==> src/rtl/uart_mmio_ctrl.sv <==
`default_nettype none
// ============================================================================
// Module  : uart_mmio_ctrl
// Brief   : Memory-mapped UART controller. Queues CPU transmit bytes in a
//           small FIFO, hands them to the sender one at a time through a
//           start/busy handshake, holds received bytes, and raises a level
//           interrupt from the status/enable bits in CON.
// Revision: 1.0 - initial release
// ============================================================================
module uart_mmio_ctrl #(
  parameter logic [31:0] BASE_ADDR  = 32'h40000018,
  parameter int          FIFO_DEPTH = 4,
  parameter int          PTR_W      = 2
) (
  input  logic        clk,
  input  logic        reset,
  input  logic [31:0] addr,
  input  logic        mem_read,
  input  logic        mem_write,
  input  logic [31:0] wdata,
  output logic [31:0] rdata,
  output logic [7:0]  tx_data,
  output logic        tx_start,
  input  logic        tx_busy,
  input  logic [7:0]  rx_data,
  input  logic        rx_valid,
  output logic        irq
);

  localparam logic [31:0]    c_ADDR_TXD = BASE_ADDR;
  localparam logic [31:0]    c_ADDR_RXD = BASE_ADDR + 32'd4;
  localparam logic [31:0]    c_ADDR_CON = BASE_ADDR + 32'd8;
  localparam logic [PTR_W:0] c_DEPTH    = (PTR_W + 1)'(FIFO_DEPTH);

  localparam logic [2:0] c_ST_IDLE    = 3'd0;
  localparam logic [2:0] c_ST_LOAD    = 3'd1;
  localparam logic [2:0] c_ST_START   = 3'd2;
  localparam logic [2:0] c_ST_WAIT_HI = 3'd3;
  localparam logic [2:0] c_ST_WAIT_LO = 3'd4;
  localparam logic [2:0] c_ST_DONE    = 3'd5;

  // TX FIFO
  logic [7:0]       r_fifo [FIFO_DEPTH];
  logic [PTR_W-1:0] r_wr_ptr;
  logic [PTR_W-1:0] r_rd_ptr;
  logic [PTR_W:0]   r_count;
  logic [7:0]       r_last_push;

  // TX sequencer
  logic [2:0] r_state;
  logic [2:0] w_state_nxt;
  logic [7:0] r_tx_data;

  // Control / status
  logic       r_tx_ie;
  logic       r_rx_ie;
  logic       r_tx_done;
  logic       r_rx_full;
  logic       r_tx_ovf;
  logic       r_rx_ovr;
  logic [7:0] r_rx_hold;
  logic       r_irq;

  // Bus decode
  logic w_sel_txd, w_sel_rxd, w_sel_con;
  logic w_txd_wr, w_con_wr, w_con_rd, w_rxd_rd;
  logic w_full, w_empty, w_push, w_pop, w_ovf_set, w_rx_ovr_set;
  logic w_tx_active;
  logic [31:0] w_con_word;
  logic w_unused;

  assign w_sel_txd = (addr == c_ADDR_TXD);
  assign w_sel_rxd = (addr == c_ADDR_RXD);
  assign w_sel_con = (addr == c_ADDR_CON);

  assign w_txd_wr = mem_write & w_sel_txd;
  assign w_con_wr = mem_write & w_sel_con;
  assign w_con_rd = mem_read  & w_sel_con;
  assign w_rxd_rd = mem_read  & w_sel_rxd;

  assign w_full  = (r_count == c_DEPTH);
  assign w_empty = (r_count == '0);
  // The sequencer only enters LOAD with the FIFO non-empty, so a pop is
  // always valid there. A pop in the same cycle frees a slot for a push.
  assign w_pop     = (r_state == c_ST_LOAD);
  assign w_push    = w_txd_wr & (~w_full | w_pop);
  assign w_ovf_set = w_txd_wr & w_full & ~w_pop;

  // An RXD read in the same cycle consumes the old byte, so no overrun.
  assign w_rx_ovr_set = rx_valid & r_rx_full & ~w_rxd_rd;

  assign w_tx_active = ~w_empty | (r_state != c_ST_IDLE);

  assign w_con_word = {24'b0, r_rx_ovr, r_tx_ovf, w_full, w_tx_active,
                       r_rx_full, r_tx_done, r_rx_ie, r_tx_ie};

  assign w_unused = ^wdata[31:8];

  assign tx_data  = r_tx_data;
  assign tx_start = (r_state == c_ST_START);
  assign irq      = r_irq;

  // Read data mux; zero when no read strobe or no register matches
  always_comb begin
    rdata = '0;
    if (mem_read) begin
      if (w_sel_txd)      rdata = {24'b0, r_last_push};
      else if (w_sel_rxd) rdata = {24'b0, r_rx_hold};
      else if (w_sel_con) rdata = w_con_word;
    end
  end

  // FIFO storage; contents are don't-care while the FIFO is empty
  always_ff @(posedge clk) begin
    if (w_push) r_fifo[r_wr_ptr] <= wdata[7:0];
  end

  // FIFO pointers, occupancy and the last accepted TXD byte
  always_ff @(posedge clk or posedge reset) begin
    if (reset) begin
      r_wr_ptr    <= '0;
      r_rd_ptr    <= '0;
      r_count     <= '0;
      r_last_push <= '0;
    end else begin
      if (w_push) begin
        r_wr_ptr    <= r_wr_ptr + 1'b1;
        r_last_push <= wdata[7:0];
      end
      if (w_pop) r_rd_ptr <= r_rd_ptr + 1'b1;
      case ({w_push, w_pop})
        2'b10:   r_count <= r_count + 1'b1;
        2'b01:   r_count <= r_count - 1'b1;
        default: r_count <= r_count;
      endcase
    end
  end

  // Sender sequencing: one byte per start pulse, wait for busy to rise then fall
  always_comb begin
    w_state_nxt = r_state;
    case (r_state)
      c_ST_IDLE:    if (!w_empty) w_state_nxt = c_ST_LOAD;
      c_ST_LOAD:    w_state_nxt = c_ST_START;
      c_ST_START:   w_state_nxt = c_ST_WAIT_HI;
      c_ST_WAIT_HI: if (tx_busy) w_state_nxt = c_ST_WAIT_LO;
      c_ST_WAIT_LO: if (!tx_busy) w_state_nxt = c_ST_DONE;
      c_ST_DONE:    w_state_nxt = w_empty ? c_ST_IDLE : c_ST_LOAD;
      default:      w_state_nxt = c_ST_IDLE;
    endcase
  end

  // State register and the byte held stable for the sender
  always_ff @(posedge clk or posedge reset) begin
    if (reset) begin
      r_state   <= c_ST_IDLE;
      r_tx_data <= '0;
    end else begin
      r_state <= w_state_nxt;
      if (w_pop) r_tx_data <= r_fifo[r_rd_ptr];
    end
  end

  // CON bits and RX holding register; a set event beats a same-cycle clear
  always_ff @(posedge clk or posedge reset) begin
    if (reset) begin
      r_tx_ie   <= 1'b0;
      r_rx_ie   <= 1'b0;
      r_tx_done <= 1'b0;
      r_rx_full <= 1'b0;
      r_tx_ovf  <= 1'b0;
      r_rx_ovr  <= 1'b0;
      r_rx_hold <= '0;
    end else begin
      if (w_con_wr) begin
        r_tx_ie <= wdata[0];
        r_rx_ie <= wdata[1];
      end

      if (r_state == c_ST_DONE) r_tx_done <= 1'b1;
      else if (w_con_rd)        r_tx_done <= 1'b0;

      if (w_ovf_set)     r_tx_ovf <= 1'b1;
      else if (w_con_rd) r_tx_ovf <= 1'b0;

      if (w_rx_ovr_set)  r_rx_ovr <= 1'b1;
      else if (w_con_rd) r_rx_ovr <= 1'b0;

      if (rx_valid) begin
        r_rx_hold <= rx_data;
        r_rx_full <= 1'b1;
      end else if (w_rxd_rd) begin
        r_rx_full <= 1'b0;
      end
    end
  end

  // Registered interrupt, one cycle behind its source bits
  always_ff @(posedge clk or posedge reset) begin
    if (reset) r_irq <= 1'b0;
    else       r_irq <= (r_tx_ie & r_tx_done) | (r_rx_ie & r_rx_full);
  end

endmodule
`default_nettype wire

==> config.mk <==
export PLATFORM = sky130hd
export DESIGN_NAME = uart_mmio_ctrl
export DESIGN_NICKNAME = d
export VERILOG_FILES = /design/src/rtl/uart_mmio_ctrl.sv
export SDC_FILE = /design/constraint.sdc
export NUM_CORES = 1
export LEC_CHECK = 0
export CAP_MARGIN = 10
export CORE_MARGIN = 4
export CORE_UTILIZATION = 49
export DETAILED_ROUTE_END_ITERATION = 8
export PLACE_DENSITY = 0.89
export SLEW_MARGIN = 40
export SYNTH_ARGS = -nofsm -noshare
export SYNTH_HDL_FRONTEND = slang
export SYNTH_SLANG_ARGS = --single-unit
export TNS_END_PERCENT = 10
==> constraint.sdc <==
create_clock -name clk -period 4.3 [get_ports clk]
set_input_delay 0.43 -clock clk [delete_from_list [all_inputs] [get_ports clk]]
set_output_delay 0.43 -clock clk [all_outputs]
set_load 0.02 [all_outputs]
==> run summary, run 1 <==
Derived from the worst setup path, the maximum achievable clock frequency is 293 MHz. The overall die height came out at around 91 um. The endpoint of the lowest-slack register-to-register path is r_count[2]. Setup repair after global routing left no endpoint under its margin. The wire length of the first global-routing pass is 11500 um.

The library cell used most frequently in the layout, excluding fill and tap cells, is clkdlybuf4s50_1. The via count of the first global-routing pass was 2375. The starting density of the core is 0.502.

The count of endpoints failing hold in the final timing report is 0. The DRC violation total after the first TritonRoute iteration is ~140. The number of non-filler instances in the completed layout is ~430. For this design the static power due to leakage is 1.74 nW. The slowest stage of the critical path belongs to the cell clkdlybuf4s50_1. After clock tree synthesis, the clock-pin slew on the worst setup and hold paths is 80 ps. The top cell types in the final layout, fill and taps aside, are clkdlybuf4s50_1 (71), dfrtp_1 (41), edfxtp_1 (32), mux2_2 (28), conb_1 (24). The total placed cells including tap cells came out at between 400 and 500. The final-layout setup total negative slack came out at 0 ps.

Grouping stages by cell kind, the critical path spends the most delay in simple AND/OR/NAND/NOR gates. The remaining routing DRC violations came out at 0. The layout overhead on the synthesized area came out at 27.5%.

The number of optimization iterations in the first detailed-route pass came out at 4. The horizontal die dimension came out at 91.5 um. The flop-to-flop setup slack is between 1000 and 1500 ps. The number of setup violations in the final report is 0. The total of cells resized after clock tree synthesis is 0. The HPWL after detailed placement came out at 5270 um. Synthesis produced a netlist whose cell count is ~250. Buffers placed on the I/O ports in this run total 71.

The routed design has 7140 um of wire. The number of slew-limit violations in the final report is 0. The start-to-end type of the worst setup path is input port to primary output. The peak supply drop is 0.205 mV. CTS placed an instance of clkbuf_8 at the clock tree root. The count of antenna diodes in the layout is 0.

The data arrival at the endpoint of the critical path is 2980 ps. The unique cell type count in the Yosys netlist is 45. The sequential cell area fraction in the yosys report is 0.582.

Once detail routing completed, the nets flagged for antenna violations numbered 0. The pin count of the biggest net entering global routing is 42. The remaining global-route overflow came out at 0. In the synthesized netlist the dominant register cell turns out to be dfrtp_1. Summed over all nets, the switching power comes to 0.368 mW.

The average wire per standard cell came out at 16.7 um. Yosys mapped a number of flops with a built-in enable equal to 32. The TritonCTS buffer count came out at 9. The core box area is 6790 um^2. The part of the power in the clock network is 0.357. In this run the worst path has a maximum fanout of 8.

The number of primary I/O pins is 120. The final estimated routing congestion in global placement is just over 0.8. In this run the cell area measured after placement is 4150 um^2. The worst setup path is launched from an input port. TritonCTS built the clock tree. Dividing the detail-routed via count by the number of cells gives 5.15. The number of antenna violations at the first check in global routing came to 0. The cell that appears most often on the critical path is clkdlybuf4s50_1. Subtracting the final worst setup slack from the clock period gives 3410 ps. No sink is reached through more buffers than the 2 on the longest clock path. The endpoint kind of the worst setup timing path is a primary output. The number of nets in the final layout is between 400 and 500. In this run the critical register-to-register path is launched from r_state[0]. The proportion of power drawn by combinational gates came out at 0.146. Counting both buffers and inverters, the worst setup path holds a total of 2. The combined area of all synthesized cells is 3410 um^2.

Dividing total power by cell area gives a power density of 364 nW/um^2. The footprint of the multi-input gates is 1230 um^2. In this run the core area contains 30 standard-cell rows. The ratio of final minimum period to clock period is 0.793. The overall die area came out at between 8000 and 9000 um^2. For the pin with the worst max-slew slack, the measured transition is 708 ps. The H-tree was split into 3 levels. The routed layout has 2201 vias. The number of setup buffers added after CTS came out at 0.

The sequential power share came out at 0.496. For this design, the CTS-stage hold fixing added 0 buffers. The number of warnings issued by yosys is 0. For this design, the sink count on the clock tree is 73.

The clock insertion delay at the later pin of the skew report came out at 350 ps. The worst relative slew slack is 0.525. The run finished with clean final reports.

In the final layout, the share of cells above drive strength 1 is 0.184. The worst min-delay path class is input port to async pin. The total track usage is 0.178. The share of synthesized registers carrying an async set or reset is 0.562. Once layout is done, the placed cells without fillers occupy 4350 um^2. The signal on the critical path passes through clkdlybuf4s50_1 > nor4_1 > nand4_2 > or2_2 > a2111oi_2 > clkdlybuf4s50_1. Of the total power, the share spent switching nets is 0.232. The delay of the slowest critical-path stage came out at roughly 680 ps. The clock skew came out at roughly 9.0 ps. The number of cells on the worst reg-to-reg path is 10. The area taken by flip-flops and latches came out at 1990 um^2. The max-capacitance violation count came out at 0. The internal portion of the total power is approximately 1.2 mW. The number of fill cells came out at 478. The register bit count reported by yosys came out at 73. The average cell area after synthesis came out at 13.7 um^2. STA puts the critical path data required time at 3870 ps.
==> power groups by stage <==
stage | Sequential [mW] | Combinational [mW] | Clock [mW]
5_1_grt | 0.790 | 0.244 | 0.597
4_1_cts | 0.786 | 0.233 | 0.570
3_5_place_dp | 0.801 | 0.232 | 0
2_1_floorplan | 0.833 | 0.0837 | 0
3_3_place_gp | 0.798 | 0.225 | 0
6_report | 0.785 | 0.232 | 0.565
==> metal layers <==
layer | global-route usage | part of all wire | vias up
li1 | - | - | 1012
met1 | 0.209 | 0.39 | 1088
met2 | 0.309 | 0.53 | 84
met3 | 0.0447 | 0.058 | 17
met4 | 0.0741 | 0.024 | 0
met5 | 0 | 0 | -
==> synth_stat cells (2+ instances only) <==
library cell / count / share of area
dfrtp_1: 41 / 0.30
edfxtp_1: 32 / 0.28
mux2_2: 28 / 0.092
buf_4: 24 / 0.053
inv_1: 20 / 0.022
nand2_1: 11 / 0.012
mux4_2: 8 / 0.053
nor4_1: 8 / 0.015
a221oi_1: 7 / 0.018
o21ai_0: 7 / 0.010
nor2_1: 6 / 0.0066
clkbuf_1: 5 / 0.0055
ha_1: 5 / 0.018
and2_1: 4 / 0.0073
o22ai_1: 4 / 0.0073
xnor2_1: 4 / 0.010
nand2b_1: 3 / 0.0055
nor3_1: 3 / 0.0044
a21oi_1: 2 / 0.0029
xor2_1: 2 / 0.0051
==> worst max-delay path by stage <==
| stage | start | slack (ps) | cells past startpoint | end |
|---|---|---|---|---|
| 2_1_floorplan | addr[20] | 1720 | 9 | r_count[2] |
| 3_3_place_gp | addr[23] | 930 | 6 | rdata[4] |
| 3_5_place_dp | addr[28] | 830 | 10 | r_count[2] |
| 4_1_cts | addr[23] | 890 | 6 | rdata[4] |
| 5_1_grt | addr[10] | 740 | 6 | rdata[5] |
| 6_report | addr[23] | 890 | 6 | rdata[4] |
==> area by class of cell <==
| type | instances | area share |
|---|---|---|
| inverter | 20 | 0.0173 |
| clock buffer | 12 | 0.0311 |
| timing repair buffer | 74 | 0.169 |
| sequential | 73 | 0.457 |
| tap | 96 | 0.0276 |
| clock inverter | 4 | 0.0161 |
| multi-input combinational | 148 | 0.283 |
==> stage by stage <==
| step | hold WS (ps) | util | power [mW] | setup slack (ps) |
|---|---|---|---|---|
| floorplan | 448 | - | 0.917 | 1720 |
| global placement | 473 | 0.610 | 1.02 | 929 |
| detailed placement | 493 | 0.610 | 1.03 | 826 |
| CTS | 508 | 0.640 | 1.59 | 886 |
| global route | 520 | 0.640 | 1.63 | 735 |
| finish | 506 | 0.640 | 1.58 | 891 |
==> worst reg2reg max path, stage by stage, from the launching register on <==
cell and delay, ps:
dfrtp_1 490, nor3b_2 210, buf_4 240, o211ai_1 180
nor4_1 540, inv_1 140, ha_1 280, fa_1 390
xnor2_1 160, nor2_1 60, xor2_1 130
==> registers in the layout, indices dropped and copies added (netlist names), 2 cells and up <==
signal       cells
r_rd_ptr         2
r_count          3
r_wr_ptr         2
r_fifo          32
r_last_push      8
tx_data          8
r_rx_hold        8
r_state          3
==> logic make-up after synthesis <==
logic type	Yosys count	share of synthesized area
AND/OR/NAND/NOR	49	0.0913
flip-flops	73	0.582
multiplexers	37	0.148
AO/OA/AOI/OAI	26	0.0550
XOR/XNOR	6	0.0154
buffers and inverters	51	0.0828
other	1	0.00110
adder cells (fa/ha/maj)	6	0.0242
Note: power is estimated with default switching activity, not from simulation.
==> run 2: changes to the inputs <==
--- a/config.mk
+++ b/config.mk
@@ -7,9 +7,9 @@
 export LEC_CHECK = 0
 export CAP_MARGIN = 10
 export CORE_MARGIN = 4
-export CORE_UTILIZATION = 49
+export CORE_UTILIZATION = 41
 export DETAILED_ROUTE_END_ITERATION = 8
-export PLACE_DENSITY = 0.89
+export PLACE_DENSITY = 0.8
 export SLEW_MARGIN = 40
 export SYNTH_ARGS = -nofsm -noshare
 export SYNTH_HDL_FRONTEND = slang
==> constraint.sdc (replaced) <==
create_clock -name clk -period 3.1 [get_ports clk]
set_input_delay 0.31 -clock clk [delete_from_list [all_inputs] [get_ports clk]]
set_output_delay 0.31 -clock clk [all_outputs]
set_load 0.02 [all_outputs]
==> run summary, run 2 (synthesis gave the netlist of run 1 again) <==
The clock insertion delay at the later pin of the skew report came out at 340 ps. The power density normalized to cell area is about 470 nW/um^2. The flip-flop count of the largest register after layout came out at 32. The actual slew at the worst max-slew pin came out at roughly 650 ps. The worst min-delay path class is input port to async pin. The remaining global-route overflow came out at 0.

Summed over all layers, the routed wires come to between 7000 and 8000 um. The number of sinks handled by clock tree synthesis came out at 73. The overall die area came out at a little under 10000 um^2. The count of endpoints failing hold in the final timing report came to 0. The worst setup slack before clock tree synthesis is -91.4 ps. The max-capacitance violation count came out at 0. The average wire per standard cell is 15.9 um.

The DRC violation total after the first TritonRoute iteration came out at 90. 120 I/O pins were placed. The cell area after layout came out at 4380 um^2. The top cell types in the final layout, fill and taps aside, are clkdlybuf4s50_1 (70), dfrtp_1 (41), edfxtp_1 (32), mux2_2 (28), conb_1 (24). Dividing the final minimum period by the clock period gives 0.969. The number of antenna violations at the first check in global routing is 0. The worst setup path is of the input port to primary output kind. Counting the buffers created by CTS gives 9. The worst-case setup margin in the final layout came out at 97.5 ps. The total placed cells including tap cells came out at between 400 and 500. Entering global routing, the biggest net connects 42 pins. The run finished with clean final reports.

The total track usage came out at 0.152. Leaving out fill and tap cells, the most frequent cell in the layout is clkdlybuf4s50_1. Setup repair after global routing left no endpoint under its margin. The initial utilization of the core area, before any placement, comes to 0.418. The worst-case IR drop observed on VDD is 0.264 mV.

The H-tree depth is 3. TritonCTS built the clock tree. Measured against its own limit, the worst slew margin works out to 0.565. In this run the worst path has a maximum fanout of 8. The via count of the first global-routing pass is 2277. In the final layout, the share of cells above drive strength 1 is 0.208. The placed standard-cell area is 4200 um^2. The number of routed nets with antenna violations is 0.

The root cell of the clock tree is clkbuf_8. Fill cells in the final layout number around 700. The wire length of the first global-routing pass is 11500 um. More flip-flops sit in one register than any other, and that register is r_fifo. The number of setup violations in the final report came out at 0. The minimum clock period came out at 3000 ps. In this run the horizontal extent of the chip is 99.2 um. The count of antenna diodes in the layout came out at 0.

The flop-to-flop setup slack came out at 460 ps. The worst setup path is captured at a primary output. The number of slew-limit violations in the final report is 0. The number of setup buffers added after CTS came out at 0.

The static leakage is 1.77 nW. At the worst endpoint, the required time is 2790 ps. The via count came out at approximately 2200. Detailed placement finished with a half-perimeter wire length of between 5000 and 6000 um.

The finished layout holds around 440 standard cells, fillers aside. The upper clock frequency limit came out at about 330 MHz. The remaining routing DRC violations came out at 0. The maximum clock insertion buffer count is 2. After clock tree synthesis, the clock-pin slew on the worst setup and hold paths is 80 ps. The overall die height is about 99 um. After the last flow step, the layout net total stands at 416. The clock skew came out at 6.97 ps. After floorplanning, the core was divided into 33 placement rows. The count of buffers added on input and output ports is 71. The worst setup path is launched from an input port. The core box area is 8180 um^2. The number of optimization iterations in the first detailed-route pass is 4.

The congestion estimate from routability-driven global placement came to between 0.8 and 0.9. The layout overhead on the synthesized area is 28.3%. The data arrival at the endpoint of the critical path is around 2700 ps. In the routed layout, each cell is associated on average with a via count of 4.92.
## run 2: changes by cell type in the layout (fill, tap and decap cells not counted), moves of 2 or more
cell        delta
clkinvlp_4     +2
buf_4          +6
clkbuf_1       -3
bufinv_16      -2
## run 2: critical path: stages
cell and delay (ps):
clkdlybuf4s50_1 410, nor4_1 420, nand4_1 180, or2_2 390
a221oi_1 300, clkdlybuf4s50_1 680
## run 2: timing repair
| item | 4_1_cts | 5_1_grt |
|---|---|---|
| setup endpoints to repair | 0 | 4 |
| resized for setup | 0 | 2 |
| hold buffers | 0 | 0 |
## run 2: layer usage
metal	vias to the layer above	GRT usage	part of all wire
met1	1073	0.187	0.41
met2	62	0.262	0.53
li1	1029	-	-
met3	12	0.0351	0.046
met5	-	0	0
met4	0	0.0557	0.019
## run 2: cell type report
class | instances | area, um^2 | share of cell area
sequential | 73 | 1990 | 0.454
inverter | 20 | 75.1 | 0.0171
tap | 105 | 131 | 0.0300
multi-input combinational | 148 | 1240 | 0.282
clock inverter | 7 | 46.3 | 0.0106
clock buffer | 9 | 124 | 0.0283
timing repair buffer | 80 | 781 | 0.178
## run 2: final timing paths
path / from / end / cells past startpoint
setup reg to reg: r_state[0] / r_count[2] / 9
hold / removal: reset / tx_data[5] / 3
min in group clk: r_count[2] / r_count[2] / 1
setup / recovery: addr[9] / rdata[3] / 6
hold reg to reg: r_count[2] / r_count[2] / 1
max in group asynchronous: reset / r_rx_ovr / 3
## run 2: through the flow
step                utilization  hold WS [ps]  total power, mW  TNS (ps)
finish                    0.536           413             2.04         0
global route              0.536           464             2.14         0
CTS                       0.535           425             2.07         0
detailed placement        0.514           472             1.43      -121
floorplan                     -           409             1.27         0
global placement          0.514           470             1.42         0
## run 2: power by group
group,switching (mW),internal [mW],leakage [nW]
clock,0.354,0.288,0.0830
sequential,0.0243,1.06,0.816
combinational,0.146,0.171,0.866
==> run 3: changes to the inputs <==
==> constraint.sdc (replaced) <==
create_clock -name clk -period 2.7 [get_ports clk]
set_input_delay 0.27 -clock clk [delete_from_list [all_inputs] [get_ports clk]]
set_output_delay 0.27 -clock clk [all_outputs]
set_load 0.02 [all_outputs]
==> run summary, run 3 (synthesis gave the netlist of run 1 again) <==
The static leakage is 1.86 nW. The total chip power came out at about 2.4 mW. In this run the worst hold path is classified as input port to async pin. Summing over every cut layer, the via total after detailed routing is 2227. The number of slew-limit violations in the final report is 0. The startpoint identified for the worst register-to-register timing path is r_count[0]. The count of endpoints failing hold in the final timing report came to 0. The cell internal power dissipation is between 1.5 and 2 mW. The peak fanout along the critical path is 8.

The share of layout cells above drive strength 1 came out at 0.259. The max-capacitance violation count came out at 0. The actual slew at the worst max-slew pin came out at 602 ps. The via count of the first global-routing pass came out at 2392. Fill cells in the final layout number 666. Of the total power, the clock network draws 0.320. r_fifo holds more flip-flops than any other register. Clock-pin slew was measured on the worst setup and hold paths at 80 ps. Headroom to the max-slew limit came out at 0.598. The detail route stage leaves a number of antenna-violating nets equal to 0.

The number of sinks handled by clock tree synthesis is 73. The worst setup slack before clock tree synthesis came out at -281 ps. The total routed wirelength is between 7000 and 8000 um.

For this configuration, the core starts out at a cell density of 0.418. Of the total power, registers draw 0.524. After global routing the overflow that remains totals 0. The clock reaches the later pin of the worst-skew pair after between 300 and 400 ps. The data arrival at the endpoint of the critical path is 2370 ps.

The ratio of final minimum period to clock period is 0.978. Walking the worst path, the cells encountered are clkdlybuf4s50_1 > nor4_2 > nand4_1 > or2_2 > a221oi_1 > dlygate4sd1_1. The count of antenna diodes in the layout is 0. The flow ran to the end, and the final reports show no timing, DRC or antenna violations. The most critical setup path has its startpoint at addr[9].

Setup violations remaining at the end of the flow were counted as 0. The proportion of total power due to net switching came out at 0.263. The number of optimization iterations in the first detailed-route pass is 4. The peak supply drop came out at 0.299 mV. The DRC violation total after the first TritonRoute iteration came out at 68. Summed over all nets, the half-perimeter wirelength after detailed placement is about 5400 um. The total track usage is 0.153. The worst setup path is launched from an input port. Across the routed clock network, the largest skew measured is 5.07 ps. The number of primary I/O pins is 120. Setup repair after global routing could not meet its margin everywhere. The share of total power dissipated in combinational logic is 0.156. The overall die height came out at 99.2 um. Clock tree synthesis inserted a total of 9 buffers. After detailed routing, the number of remaining DRC violations is 0. Setup slack closes at 60.3 ps.

The H-tree depth came out at 3. The floorplan has 33 rows. The number of antenna violations at the first check in global routing came to 0. Among all stages on the critical path, the largest delay is contributed by clkdlybuf4s50_1. The number of nets in the final layout is 430. Excluding fillers, the count of instances in the completed layout stands at 456. The average wire per standard cell is about 16 um.

The first global-routing pass estimated roughly 12000 um of wire. The final estimated routing congestion in global placement came out at 0.864. The start-to-end type of the worst setup path is input port to primary output.

The worst setup path is captured at a primary output. The upper clock frequency limit came out at 379 MHz. The root buffer cell chosen for the clock tree is clkbuf_8. The via-per-instance ratio is between 4 and 5. From left edge to right edge, the die measures 99.2 um. The maximum clock insertion buffer count is 2.

The switching power of the nets came out at 0.626 mW. The power density normalized to cell area is around 520 nW/um^2. The layout overhead on the synthesized area is 33.4%. The minimum clock period is between 2000 and 3000 ps. The number of port buffers came out at 71. The core box area is 8180 um^2. The required time of the worst setup path is 2430 ps. The pin count of the biggest net entering global routing came out at 42. Including well taps, the total number of placed cells is 440. The register with the most flip-flops in the layout has 32 of them.

Once layout is complete, the utilization of the core stands at 0.557. For this run, the slowest stage of the critical path takes 440 ps. The die covers roughly 9800 um^2.

TritonCTS built the clock tree. In the layout the commonest cells are clkdlybuf4s50_1 (63), dfrtp_1 (41), edfxtp_1 (32), mux2_2 (28), conb_1 (24). The library cell used most frequently in the layout, excluding fill and tap cells, is clkdlybuf4s50_1.
[run 3: critical path, delay by kind of cell]
kind / cells / cell delay (ps)
simple gates: 3 / 960
buf+inv: 2 / 800
compound gates: 1 / 340
[run 3: area by class of cell]
| cell class | count | area [um^2] | share of cell area |
|---|---|---|---|
| Clock buffer | 9 | 124 | 0.0272 |
| Tap cell | 105 | 131 | 0.0288 |
| Timing Repair Buffer | 94 | 905 | 0.199 |
| Inverter | 20 | 75.1 | 0.0165 |
| Multi-Input combinational cell | 148 | 1280 | 0.281 |
| Sequential cell | 73 | 1990 | 0.436 |
| Clock inverter | 7 | 53.8 | 0.0118 |
[run 3: per-stage QoR]
stage	hold WS [ps]	TNS [ps]	instance area, um^2
after floorplan	369	0	3500
after global placement	465	-1860	4340
after detailed placement	486	-2180	4340
after CTS	380	0	4510
after global routing	430	-141	4550
final	359	0	4550
[run 3: power groups by stage]
stage / clock network [mW] / logic [mW] / registers, mW
2_1_floorplan: 0 / 0.133 / 1.33
3_3_place_gp: 0 / 0.360 / 1.27
3_5_place_dp: 0 / 0.370 / 1.27
4_1_cts: 0.778 / 0.370 / 1.25
5_1_grt: 0.827 / 0.397 / 1.26
6_report: 0.762 / 0.373 / 1.25
[run 3: worst paths after layout]
kind                                     end  slack (ps)  cells past startpoint
worst min-delay path              tx_data[0]         360                      3
worst max-delay path                rdata[5]          60                      6
worst max register to register    r_count[1]         170                      8
min in group clk                  r_count[2]         500                      1
max in group asynchronous       r_rx_hold[7]        1980                      3
worst min register to register    r_count[2]         500                      1
[run 3: what timing repair did]
item,CTS,global route
hold buffers,0,0
setup endpoints to repair,8,9
gates resized for setup,8,16
setup buffers,0,0
pin swaps,0,1
gates cloned,0,0
[run 3: layer usage]
| metal | track usage | part of all wire |
|---|---|---|
| met4 | 0.0641 | 0.015 |
| met1 | 0.186 | 0.40 |
| met5 | 0 | 0 |
| met3 | 0.0337 | 0.052 |
| met2 | 0.262 | 0.53 |
